File: src/rtl/decoder_seq_pkg.sv
// Shared types and widths for the sequenced 3-to-8 decoder.
// Optional macro DECODER_SEQ_PARITY_EN enables the code parity check in decoder_seq.
package decoder_seq_pkg;

    localparam int unsigned CODE_W     = 3;
    localparam int unsigned ONEHOT_W   = 8;
    localparam int unsigned HOLD_CNT_W = 8;
    localparam int unsigned GAP_CNT_W  = 4;

    typedef enum logic [1:0] {
        IDLE  = 2'd0,
        DRIVE = 2'd1,
        GAP   = 2'd2
    } state_e;

    // Even parity: the parity bit makes the total count of ones even.
    function automatic logic even_par(input logic [CODE_W-1:0] code);
        return ^code;
    endfunction

endpackage

File: src/rtl/decoder_seq_dec3to8.sv
// Combinational binary-to-one-hot decoder used by decoder_seq.
module dec3to8
    import decoder_seq_pkg::*;
(
    input  logic [CODE_W-1:0]   code_i,
    output logic [ONEHOT_W-1:0] onehot_o
);

    always_comb begin
        onehot_o         = '0;
        onehot_o[code_i] = 1'b1;
    end

endmodule

File: src/rtl/decoder_seq.sv
// Sequenced decoder: each accepted code is driven one-hot for HOLD_CYCLES, then GAP_CYCLES of zeros.
// Define DECODER_SEQ_PARITY_EN to add the code_par input and sticky par_err output.
module decoder_seq
    import decoder_seq_pkg::*;
#(
    parameter int unsigned HOLD_CYCLES = 4,
    parameter int unsigned GAP_CYCLES  = 1
) (
    input  logic                clk,
    input  logic                rst_n,
    input  logic                blank,
    input  logic                in_valid,
    output logic                in_ready,
    input  logic [CODE_W-1:0]   code,
`ifdef DECODER_SEQ_PARITY_EN
    input  logic                code_par,
    output logic                par_err,
`endif
    output logic [ONEHOT_W-1:0] d,
    output logic                out_valid,
    output logic                busy
);

    localparam logic [HOLD_CNT_W-1:0] HOLD_LOAD = HOLD_CNT_W'(HOLD_CYCLES - 1);
    localparam logic [GAP_CNT_W-1:0]  GAP_LOAD  =
        GAP_CNT_W'((GAP_CYCLES == 0) ? 0 : GAP_CYCLES - 1);

    state_e                state_q, state_d;
    logic [HOLD_CNT_W-1:0] hold_q, hold_d;
    logic [GAP_CNT_W-1:0]  gap_q, gap_d;
    logic [ONEHOT_W-1:0]   d_q, d_d;
    logic                  ov_q, ov_d;
    logic                  perr_q, perr_d;
    logic [ONEHOT_W-1:0]   onehot;
    logic                  take;
    logic                  code_ok;

    dec3to8 u_dec (
        .code_i   (code),
        .onehot_o (onehot)
    );

    assign in_ready = (state_q == IDLE) && !blank;
    assign take     = in_valid && in_ready;

`ifdef DECODER_SEQ_PARITY_EN
    assign code_ok = (code_par == even_par(code));
    assign par_err = perr_q;
`else
    assign code_ok = 1'b1;
`endif

    always_comb begin
        state_d = state_q;
        hold_d  = hold_q;
        gap_d   = gap_q;
        d_d     = d_q;
        ov_d    = ov_q;
        perr_d  = perr_q;
        case (state_q)
            IDLE: begin
                d_d  = '0;
                ov_d = 1'b0;
                if (take) begin
                    if (code_ok) begin
                        state_d = DRIVE;
                        d_d     = onehot;
                        ov_d    = 1'b1;
                        hold_d  = HOLD_LOAD;
                    end else begin
                        perr_d = 1'b1;
                    end
                end
            end
            DRIVE: begin
                if (blank) begin
                    state_d = IDLE;
                    d_d     = '0;
                    ov_d    = 1'b0;
                    hold_d  = '0;
                    gap_d   = '0;
                end else if (hold_q == '0) begin
                    d_d  = '0;
                    ov_d = 1'b0;
                    if (GAP_CYCLES > 0) begin
                        state_d = GAP;
                        gap_d   = GAP_LOAD;
                    end else begin
                        state_d = IDLE;
                    end
                end else begin
                    hold_d = hold_q - HOLD_CNT_W'(1);
                end
            end
            GAP: begin
                d_d  = '0;
                ov_d = 1'b0;
                if (blank) begin
                    state_d = IDLE;
                    gap_d   = '0;
                end else if (gap_q == '0) begin
                    state_d = IDLE;
                end else begin
                    gap_d = gap_q - GAP_CNT_W'(1);
                end
            end
            default: begin
                state_d = IDLE;
                d_d     = '0;
                ov_d    = 1'b0;
                hold_d  = '0;
                gap_d   = '0;
            end
        endcase
    end

    always_ff @(posedge clk or negedge rst_n) begin
        if (!rst_n) begin
            state_q <= IDLE;
            hold_q  <= '0;
            gap_q   <= '0;
            d_q     <= '0;
            ov_q    <= 1'b0;
            perr_q  <= 1'b0;
        end else begin
            state_q <= state_d;
            hold_q  <= hold_d;
            gap_q   <= gap_d;
            d_q     <= d_d;
            ov_q    <= ov_d;
            perr_q  <= perr_d;
        end
    end

    assign d         = d_q;
    assign out_valid = ov_q;
    assign busy      = (state_q != IDLE);

endmodule

File: config.mk
export PLATFORM = sky130hd
export DESIGN_NAME = decoder_seq
export DESIGN_NICKNAME = d
export VERILOG_FILES = /design/src/rtl/decoder_seq_pkg.sv /design/src/rtl/decoder_seq_dec3to8.sv /design/src/rtl/decoder_seq.sv
export SDC_FILE = /design/constraint.sdc
export NUM_CORES = 1
export LEC_CHECK = 0
export BUFFER_PORTS_ARGS = -buffer_cell sky130_fd_sc_hd__buf_2
export CORE_MARGIN = 4
export CORE_UTILIZATION = 55
export CTS_CLUSTER_DIAMETER = 50
export DETAILED_ROUTE_END_ITERATION = 12
export PLACE_DENSITY = 0.88
export SETUP_SLACK_MARGIN = 0.2
export SLEW_MARGIN = 15
export SYNTH_ARGS = -nofsm -noshare
export SYNTH_HDL_FRONTEND = slang
export SYNTH_HIERARCHICAL = 1
export SYNTH_SLANG_ARGS = --single-unit
File: constraint.sdc
create_clock -name clk -period 1.9 [get_ports clk]
set_input_delay 0.19 -clock clk [delete_from_list [all_inputs] [get_ports clk]]
set_output_delay 0.19 -clock clk [all_outputs]
set_load 0.02 [all_outputs]
==> impl_metrics.yaml, run 1 <==
critical_path:
  crit_required_ns: 2.11
  worstReg2RegStart: "hold_q[0]"
  r2r_cells: 7
  end_kind: "flop"
  crit_path_max_fanout: 7
  start_kind: "flop"
  r2r-end: "hold_q[4]"
  rrSetupSlack_ns: 0.21
  crit_type: "reg -> reg"
  arrival_ns: 1.90
detailed_routing:
  postRouteAntennaNets: 0
  vias: 1070
  drc: 0
  drt_iter0_markers: 33
  via_per_inst: 5.94
  dr.pass1.iters: 4
  wl_mm: 2.86
  drt-wirelength-per-cell_um: 15.9
timing:
  finalCritPeriodShare_pct: 89.0
  fin_hold_ws_ns: 0.126
  clock_skew_ns: 0.00807
  tightest_slew_ns: 0.511
  finalSetupViolCount: 0
  fmax_mhz: 592
  hold_viol_final: 0
  slew_violations: 0
  max-slew-margin-rel_pct: 65.9
  period_needed_ns: 1.69
  rsz0062_at_grt: "yes"
  setup_tns_ns: 0
hold_path:
  hp-class: "in -> reg"
  hold_depth: 2
  holdPathEnd: "state_q[1]"
  holdCritStartpoint: "blank"
logic_synthesis:
  syn_area_per_cell_um2: 10.3
  synth.top_cell.area_share_pct: 44.5
  synth_nets: 136
  yosysSeqAreaShare_pct: 44.5
  synth_top_flop_cell: "dfrtp_1"
  yosysWarnings: 6
  ys_seq_elements: 23
  synthArstFlopShare_pct: 100
  synth_area_leaders: "dfrtp_1 45%, a22o_1 5.4%, nor2_1 4.1%"
  ys_types: 41
  synth_common_cells: "23 x dfrtp_1, 14 x nor2_1, 8 x a21oi_1, 8 x a22o_1"
  yosysMostFrequentCell: "dfrtp_1"
  synth-edff-count: 0
  synth_top_area_cell: "dfrtp_1"
  synth_area_mm2: 0.00129
  syn_inst: 125
power:
  p_per_area_mw_per_mm2: 1400
  peakVddDrop_mv: 0.890
  leakagePower_nw: 0.732
cells_and_area:
  finalNetCount: 164
  instances_no_fill: 180
  finish.instance_area_mm2: 0.00153
  fillers: 173
  area_delta_synth_final_pct: 18.4
  drive_gt1_share_pct: 33.6
  antenna_cells: 0
placed_design:
  place_congestion: 0.874
  portBuffers: 17
  dpl.hpwl_mm: 1.94
  dp_cells: 169
  place_area_mm2: 0.00141
global_route:
  grt_usage_pct: 17.9
  grt_first_pass_wirelength_mm: 4.62
  antenna_found_initial: 0
  grt_max_degree: 24
  grt_pass1_vias: 1055
  grt-ovfl-total: 0
floorplanning:
  die_h_um: 56.5
  initial_core_util_pct: 57.9
  rows: 17
  io_pins: 18
  die_w_um: 56.5
  die_area_mm2: 0.00319
  core-area_mm2: 0.00223
clock_network:
  clk_pin_slew_ns: 0.13
  clockBufferDepth: 2
  cts_buffers: 3
  cts_sinks: 23
  htree_levels: 1
  tritoncts: "built"
  clock_latency_ns: 0.31
  root_buffer: "clkbuf_4"
flow_run:
  drv_cap: 0
outcome:
  status: "completed"
-- repair_timing --
action / in CTS / in global routing
resized for setup: 0 / 11
pin swaps: 0 / 0
hold buffers: 1 / 0
endpoints found under the hold margin: 23 / 0
setup endpoints to repair: 13 / 17
buffers inserted: 2 / 4
-- layout make-up --
type | instances | area [µm²] | area share (%)
clock buffers | 4 | 26.3 | 1.72
multi-input cells | 91 | 694 | 45.4
inverters | 6 | 22.5 | 1.47
repair buffers | 28 | 174 | 11.4
well taps | 28 | 35.0 | 2.29
flip-flops and latches | 23 | 578 | 37.8
-- power by group --
group | total (mW) | leakage [nW] | switching [mW] | internal (mW)
clock | 0.226 | 0.0150 | 0.144 | 0.0820
sequential | 0.786 | 0.304 | 0.173 | 0.614
combinational | 1.12 | 0.413 | 0.593 | 0.532
total | 2.14 | 0.732 | 0.909 | 1.23
-- metrics by stage --
step           power [mW]  setup WS, ns  utilization [%]
2_1_floorplan        1.47         0.208                -
3_3_place_gp         1.65         0.144             63.0
3_5_place_dp         1.71        0.0778             63.0
4_1_cts              1.98         0.109             65.3
5_1_grt              2.29         0.145             68.5
6_report             2.14         0.210             68.5
-- cells in the final DEF (no fill, tap or decap), types with 2 or more instances in the layout --
master,count
ha_1,4
nand2_1,5
o31ai_1,2
nor3_1,6
clkbuf_4,3
nor3b_1,5
buf_2,17
dfrtp_1,21
and3b_2,3
buf_4,9
dfrtp_2,2
nor2_1,14
mux2i_1,2
nand2b_1,2
nor3b_2,2
a22o_1,8
o21ai_0,3
a31oi_1,2
inv_1,5
a21oi_1,8
xnor2_1,3
a211oi_1,2
-- worst max path at each step --
stage / depth (start not counted) / slack, ns / startpoint / endpoint
after floorplan: 7 / 0.21 / hold_q[0] / state_q[0]
after global placement: 6 / 0.14 / hold_q[0] / state_q[0]
after detailed placement: 6 / 0.08 / hold_q[1] / state_q[0]
after CTS: 7 / 0.11 / hold_q[0] / hold_q[4]
after global routing: 7 / 0.14 / hold_q[0] / hold_q[4]
final: 7 / 0.21 / hold_q[0] / hold_q[4]
-- routing by layer --
layer / global-route usage (%) / up-vias / wire length (µm)
li1: - / 509 / -
met1: 22.7 / 513 / 1220
met4: 6.10 / 0 / 57
met5: 0 / - / 0
met3: 3.45 / 12 / 140
met2: 30.2 / 36 / 1440
-- critical path: stages, from the launching register on --
cell,delay [ns]
dfrtp_1,0.42
inv_1,0.08
ha_1,0.20
nor3b_4,0.17
buf_6,0.15
a2111oi_4,0.36
xnor2_1,0.16
nor2_1,0.05
-- state kept, by name, summed over array words and instances, names as in the netlist --
register,cells
state_q,2
hold_q,8
d,8
gap_q,4
out_valid,1
-- logic make-up after synthesis --
| logic type | synth area share, % |
|---|---|
| DFF | 44.5 |
| xor gates and xnor gates | 2.03 |
| and+or+nand+nor | 26.0 |
| buffers and inverters | 4.55 |
| AOI/OAI and AO/OA | 17.4 |
| muxes | 1.55 |
| adders and majority gates | 3.87 |
(Power assumes the default switching activity.)
==> run 2, diff against run 1 <==
--- a/config.mk
+++ b/config.mk
@@ -9,11 +9,11 @@
 export CORE_MARGIN = 4
 export CORE_UTILIZATION = 55
 export CTS_CLUSTER_DIAMETER = 50
+export CTS_CLUSTER_SIZE = 40
 export DETAILED_ROUTE_END_ITERATION = 12
 export PLACE_DENSITY = 0.88
 export SETUP_SLACK_MARGIN = 0.2
-export SLEW_MARGIN = 15
+export SLEW_MARGIN = 40
 export SYNTH_ARGS = -nofsm -noshare
 export SYNTH_HDL_FRONTEND = slang
-export SYNTH_HIERARCHICAL = 1
 export SYNTH_SLANG_ARGS = --single-unit
==> run 2 against run 1 <==
Net effect: hold slack got worse by 0.017 ns; global-route usage increased by 2.1 points; synthesized cell count decreased by 0.80%; register-to-register slack got worse by 0.02 ns; via count increased by 4.8%; fmax decreased by 1.3%; clock skew decreased by 0.0039 ns; critical path depth decreased by 1; sequential cell count unchanged; routed wire length increased by 3.7%; count of clock-buffer cells in the layout decreased by 1.
==> impl_metrics.yaml, run 2 <==
cells_and_area:
  finalNetCount: 167
  finish.instance_area_mm2: 0.00149
  final_common_cell: "dfrtp_1"
  antenna_cells: 0
  mostFrequentLayoutCells: "23 x dfrtp_1, 17 x buf_2, 11 x nor2_1, 11 x buf_4, 7 x a21oi_1"
  area_delta_synth_final_pct: 21.7
  drive_gt1_share_pct: 29.7
timing:
  setup_tns_ns: 0
  slew_violations: 0
  period_needed_ns: 1.71
  max-slew-margin-rel_pct: 61.3
  fmax_mhz: 584
  finalCritPeriodShare_pct: 90.1
  finalSetupViolCount: 0
  rsz0062_at_grt: "yes"
  fin_hold_ws_ns: 0.109
  tightest_slew_ns: 0.576
  clock_skew_ns: 0.00415
  hold_viol_final: 0
  layout_setup_ws_ns: 0.187
floorplanning:
  io_pins: 18
  core-area_mm2: 0.00204
  die_area_mm2: 0.00305
  initial_core_util_pct: 60.0
  die_w_um: 55.2
  rows: 16
  die_h_um: 55.2
clock_network:
  tritoncts: "built"
  clockBufferDepth: 2
  root_buffer: "clkbuf_4"
  cts_sinks: 23
  cts_buffers: 3
  htree_levels: 1
  clock_latency_ns: 0.32
  clk_pin_slew_ns: 0.13
power:
  power.switching_mw: 0.836
  p_sw_share_pct: 42.4
  leakagePower_nw: 0.726
  clockPowerShare_pct: 11.9
  peakVddDrop_mv: 0.889
  p_int_mw: 1.14
  combPwrFrac_pct: 51.4
  p_per_area_mw_per_mm2: 1320
  seq_power_share_pct: 36.7
logic_synthesis:
  syn_inst: 124
  synth-edff-count: 0
  yosysWarnings: 0
  ys_types: 41
  synth_nets: 135
  ys_seq_elements: 23
  syn_area_per_cell_um2: 9.89
  synth_top_flop_cell: "dfrtp_1"
  yosysMostFrequentCell: "dfrtp_1"
  synth_area_mm2: 0.00123
  yosysSeqAreaShare_pct: 46.9
  synth_common_cells: "23 x dfrtp_1, 11 x nor2_1, 8 x a21oi_1"
  synthArstFlopShare_pct: 100
  synth.top_cell.area_share_pct: 46.9
  synth_top_area_cell: "dfrtp_1"
  synth_area_leaders: "dfrtp_1 47%, ha_1 4.1%, nor2_1 3.4%"
global_route:
  grt_pass1_vias: 1137
  grt_usage_pct: 20.0
  grt_first_pass_wirelength_mm: 4.97
  grt_max_degree: 24
  grt-ovfl-total: 0
  antenna_found_initial: 0
critical_path:
  end_kind: "flop"
  max_stage_delay_ns: 0.51
  crit_cells: 6
  cp_num_buf_inv: 1
  crit_required_ns: 2.12
  crit_chain: "inv_2, ha_4, or4b_4, nor2_4, nor3_2, a211o_1"
  crit_path_max_fanout: 5
  worst_path_max_delay_cell: "or4b_4"
  arrival_ns: 1.94
  crit_type: "reg -> reg"
  cp_top_family: "simple AND/OR/NAND/NOR gates"
  r2r_cells: 6
  start_kind: "flop"
detailed_routing:
  drt-wirelength-per-cell_um: 16.3
  postRouteAntennaNets: 0
  drt_iter0_markers: 23
  vias: 1121
  via_per_inst: 6.16
  drc: 0
  wl_mm: 2.96
  dr.pass1.iters: 4
hold_path:
  hold_depth: 2
  hp-class: "in -> reg"
placed_design:
  dpl.hpwl_mm: 2.13
  place_congestion: 0.875
  place_area_mm2: 0.00137
  portBuffers: 17
  dp_slack_ns: 0.0255
flow_run:
  drv_cap: 0
outcome:
  status: "completed"
## run 2: cell count changes after synthesis, sizes merged, moves of 3 or more
cell,change
nor3b,-4
xnor2,-3
a32o,+4
nor2,-3
o21ai,+3
a22o,-7
and3b,-3
nand3,+4
nand2b,+3
## run 2: cell type report
class / instances / area, µm²
repair buffers: 29 / 178
well taps: 27 / 33.8
inverters: 7 / 26.3
clock inverters: 1 / 5.00
multi-input cells: 92 / 652
flip-flops and latches: 23 / 576
fillers: 158 / 549
clock buffers: 3 / 22.5
## run 2: timing repair
action,in CTS,in global routing
setup buffers,4,2
setup endpoints to repair,18,9
pin swaps,2,3
gates cloned,0,0
hold buffers,1,0
hold endpoints to repair,23,0
gates resized for setup,6,3
## run 2: logic make-up after synthesis
kind of cell             synth area share [%]
AND/OR/NAND/NOR                          24.1
buffers and inverters                    3.47
flip-flops                               46.9
adder cells (fa/ha/maj)                  4.08
XOR/XNOR                                 1.43
AO/OA/AOI/OAI                            20.0
## run 2: final timing paths
| kind | startpoint | end | slack [ns] |
|---|---|---|---|
| setup / recovery | hold_q[1] | hold_q[2] | 0.19 |
| hold / removal | code[1] | d[5] | 0.11 |
| setup reg to reg | hold_q[1] | hold_q[2] | 0.19 |
| hold reg to reg | d[7] | d[7] | 0.49 |
| max in group asynchronous | rst_n | gap_q[2] | 1.21 |
| min in group asynchronous | rst_n | hold_q[7] | 0.35 |
## run 2: power by group through the flow
stage          Clock [mW]  Sequential, mW  Combinational, mW
2_1_floorplan           0           0.720              0.583
3_3_place_gp            0           0.726              0.749
3_5_place_dp            0           0.733              0.804
4_1_cts             0.234           0.715              0.929
5_1_grt             0.260           0.739               1.11
6_report            0.234           0.724               1.01
## run 2: per-stage QoR
stage | util [%] | power (mW) | cells
after global routing | 73.1 | 2.10 | 182
after detailed placement | 67.2 | 1.54 | 171
after global placement | 67.2 | 1.48 | 171
after CTS | 71.7 | 1.88 | 180
after floorplan | - | 1.30 | 124
final | 73.1 | 1.97 | 182
## run 2: layer usage
metal  part of all wire (%)  routed length (µm)  vias up  track usage [%]
met5                      0                   0        -                0
met4                    1.3                  38        0             9.03
met3                    3.6                 108        5             4.90
met2                     51                1520       30             33.4
met1                     44                1290      558             24.1
li1                       -                   -      528                -
==> run 3, diff against run 2 <==
--- a/config.mk
+++ b/config.mk
@@ -6,6 +6,7 @@
 export NUM_CORES = 1
 export LEC_CHECK = 0
 export BUFFER_PORTS_ARGS = -buffer_cell sky130_fd_sc_hd__buf_2
+export CORE_ASPECT_RATIO = 0.75
 export CORE_MARGIN = 4
 export CORE_UTILIZATION = 55
 export CTS_CLUSTER_DIAMETER = 50
@@ -13,7 +14,9 @@
 export DETAILED_ROUTE_END_ITERATION = 12
 export PLACE_DENSITY = 0.88
 export SETUP_SLACK_MARGIN = 0.2
+export SKIP_CTS_REPAIR_TIMING = 1
 export SLEW_MARGIN = 40
 export SYNTH_ARGS = -nofsm -noshare
 export SYNTH_HDL_FRONTEND = slang
+export SYNTH_HIERARCHICAL = 1
 export SYNTH_SLANG_ARGS = --single-unit
==> run 3 against run 2 <==
Net effect: sequential power increased by 11%; design area grew 4.0%; clock skew shrank 0.0020 ns; sequential cell count unchanged; count of clock-buffer cells in the layout increased by 1; worst setup slack gained 0.020 ns; die area increased by 4.9%; clock power shrank 3%; hold slack gained 0.020 ns; power rose by 15%; critical path type unchanged.
==> impl_metrics.yaml, run 3 (synthesis results as in run 1) <==
detailed_routing:
  via_per_inst: 5.98
  drt_iter0_markers: 115
  dr.pass1.iters: 4
  vias: 1113
  wl_mm: 2.99
  drt-wirelength-per-cell_um: 16.1
  drc: 0
  postRouteAntennaNets: 0
hold_path:
  holdPathEnd: "state_q[1]"
  holdCritStartpoint: "blank"
  hp-class: "in -> reg"
  hold_depth: 2
timing:
  fmax_mhz: 591
  period_needed_ns: 1.69
  finalSetupViolCount: 0
  slew_violations: 0
  clock_skew_ns: 0.00214
  finalCritPeriodShare_pct: 89.1
  tightest_slew_ns: 0.517
  rsz0062_at_grt: "yes"
  max-slew-margin-rel_pct: 65.6
  fin_hold_ws_ns: 0.128
  hold_viol_final: 0
  setup_tns_ns: 0
critical_path:
  arrival_ns: 1.91
  rrSetupSlack_ns: 0.21
  crit_required_ns: 2.12
  start_kind: "flop"
  r2r-end: "hold_q[7]"
  crit_type: "reg -> reg"
  end_kind: "flop"
  r2r_cells: 5
  crit_path_max_fanout: 4
  worstReg2RegStart: "hold_q[0]"
global_route:
  grt_pass1_vias: 985
  grt_first_pass_wirelength_mm: 4.58
  grt-ovfl-total: 0
  grt_max_degree: 24
  grt_usage_pct: 18.6
  antenna_found_initial: 0
cells_and_area:
  antenna_cells: 0
  drive_gt1_share_pct: 36.4
  multi_input_area_um2: 708
  final_common_cell: "dfrtp_1"
  regArea_um2: 578
  finish.instance_area_mm2: 0.00155
  final_util_pct: 73.3
  fillers: 148
  area_delta_synth_final_pct: 20.1
  finalNetCount: 166
  mostFrequentLayoutCells: "21 x dfrtp_1, 17 x buf_2, 14 x nor2_1"
power:
  peakVddDrop_mv: 0.957
  power_mw: 2.26
  leakagePower_nw: 0.741
  p_per_area_mw_per_mm2: 1460
clock_network:
  cts_buffers: 3
  clock_latency_ns: 0.31
  clk_pin_slew_ns: 0.12
  cts_sinks: 23
  clockBufferDepth: 2
  tritoncts: "built"
  root_buffer: "clkbuf_4"
  htree_levels: 1
floorplanning:
  die_area_mm2: 0.00320
  rows: 14
  core-area_mm2: 0.00212
  die_h_um: 50.0
  die_w_um: 64.0
  initial_core_util_pct: 61.0
  io_pins: 18
placed_design:
  place_area_mm2: 0.00140
  portBuffers: 17
  dpl.hpwl_mm: 2.01
  place_congestion: 0.856
outcome:
  status: "completed"
flow_run:
  drv_cap: 0
-- run 3: through the flow --
stage,setup slack (ns),cells
2_1_floorplan,0.208,125
3_3_place_gp,0.150,172
3_5_place_dp,0.0414,172
4_1_cts,-0.000871,176
5_1_grt,0.151,186
6_report,0.208,186
-- run 3: how the worst max path moves through the flow --
stage | start | endpoint | depth (start not counted) | slack, ns
2_1_floorplan | hold_q[0] | state_q[0] | 7 | 0.21
3_3_place_gp | hold_q[0] | state_q[0] | 6 | 0.15
3_5_place_dp | hold_q[1] | state_q[0] | 6 | 0.04
4_1_cts | hold_q[1] | state_q[0] | 6 | -0.0009
5_1_grt | hold_q[1] | state_q[0] | 6 | 0.15
6_report | hold_q[0] | hold_q[7] | 5 | 0.21
-- run 3: report_power, final --
| group | internal [mW] | switching (mW) |
|---|---|---|
| sequential | 0.613 | 0.188 |
| combinational | 0.613 | 0.620 |
| clock | 0.0821 | 0.146 |
-- run 3: routing by layer --
layer,GRT usage [%],vias up,share of wire (%)
met4,4.30,0,0.70
met3,4.77,4,5.1
met2,32.2,41,51
met5,0,-,0
li1,-,518,-
met1,23.1,550,43
-- run 3: cell type report --
cell class                 count  area share, %
clock buffer                   4           1.69
inverter                       6           1.45
multi-input combinational     92           45.6
sequential                    23           37.2
tap                           32           2.58
timing repair buffer          29           11.4
-- run 3: worst max-delay path: stages (launching register included) --
cell and delay [ns]:
dfrtp_1 0.43, buf_4 0.15, or4b_4 0.54, nor4b_4 0.27, xnor2_1 0.17, nor2_2 0.04
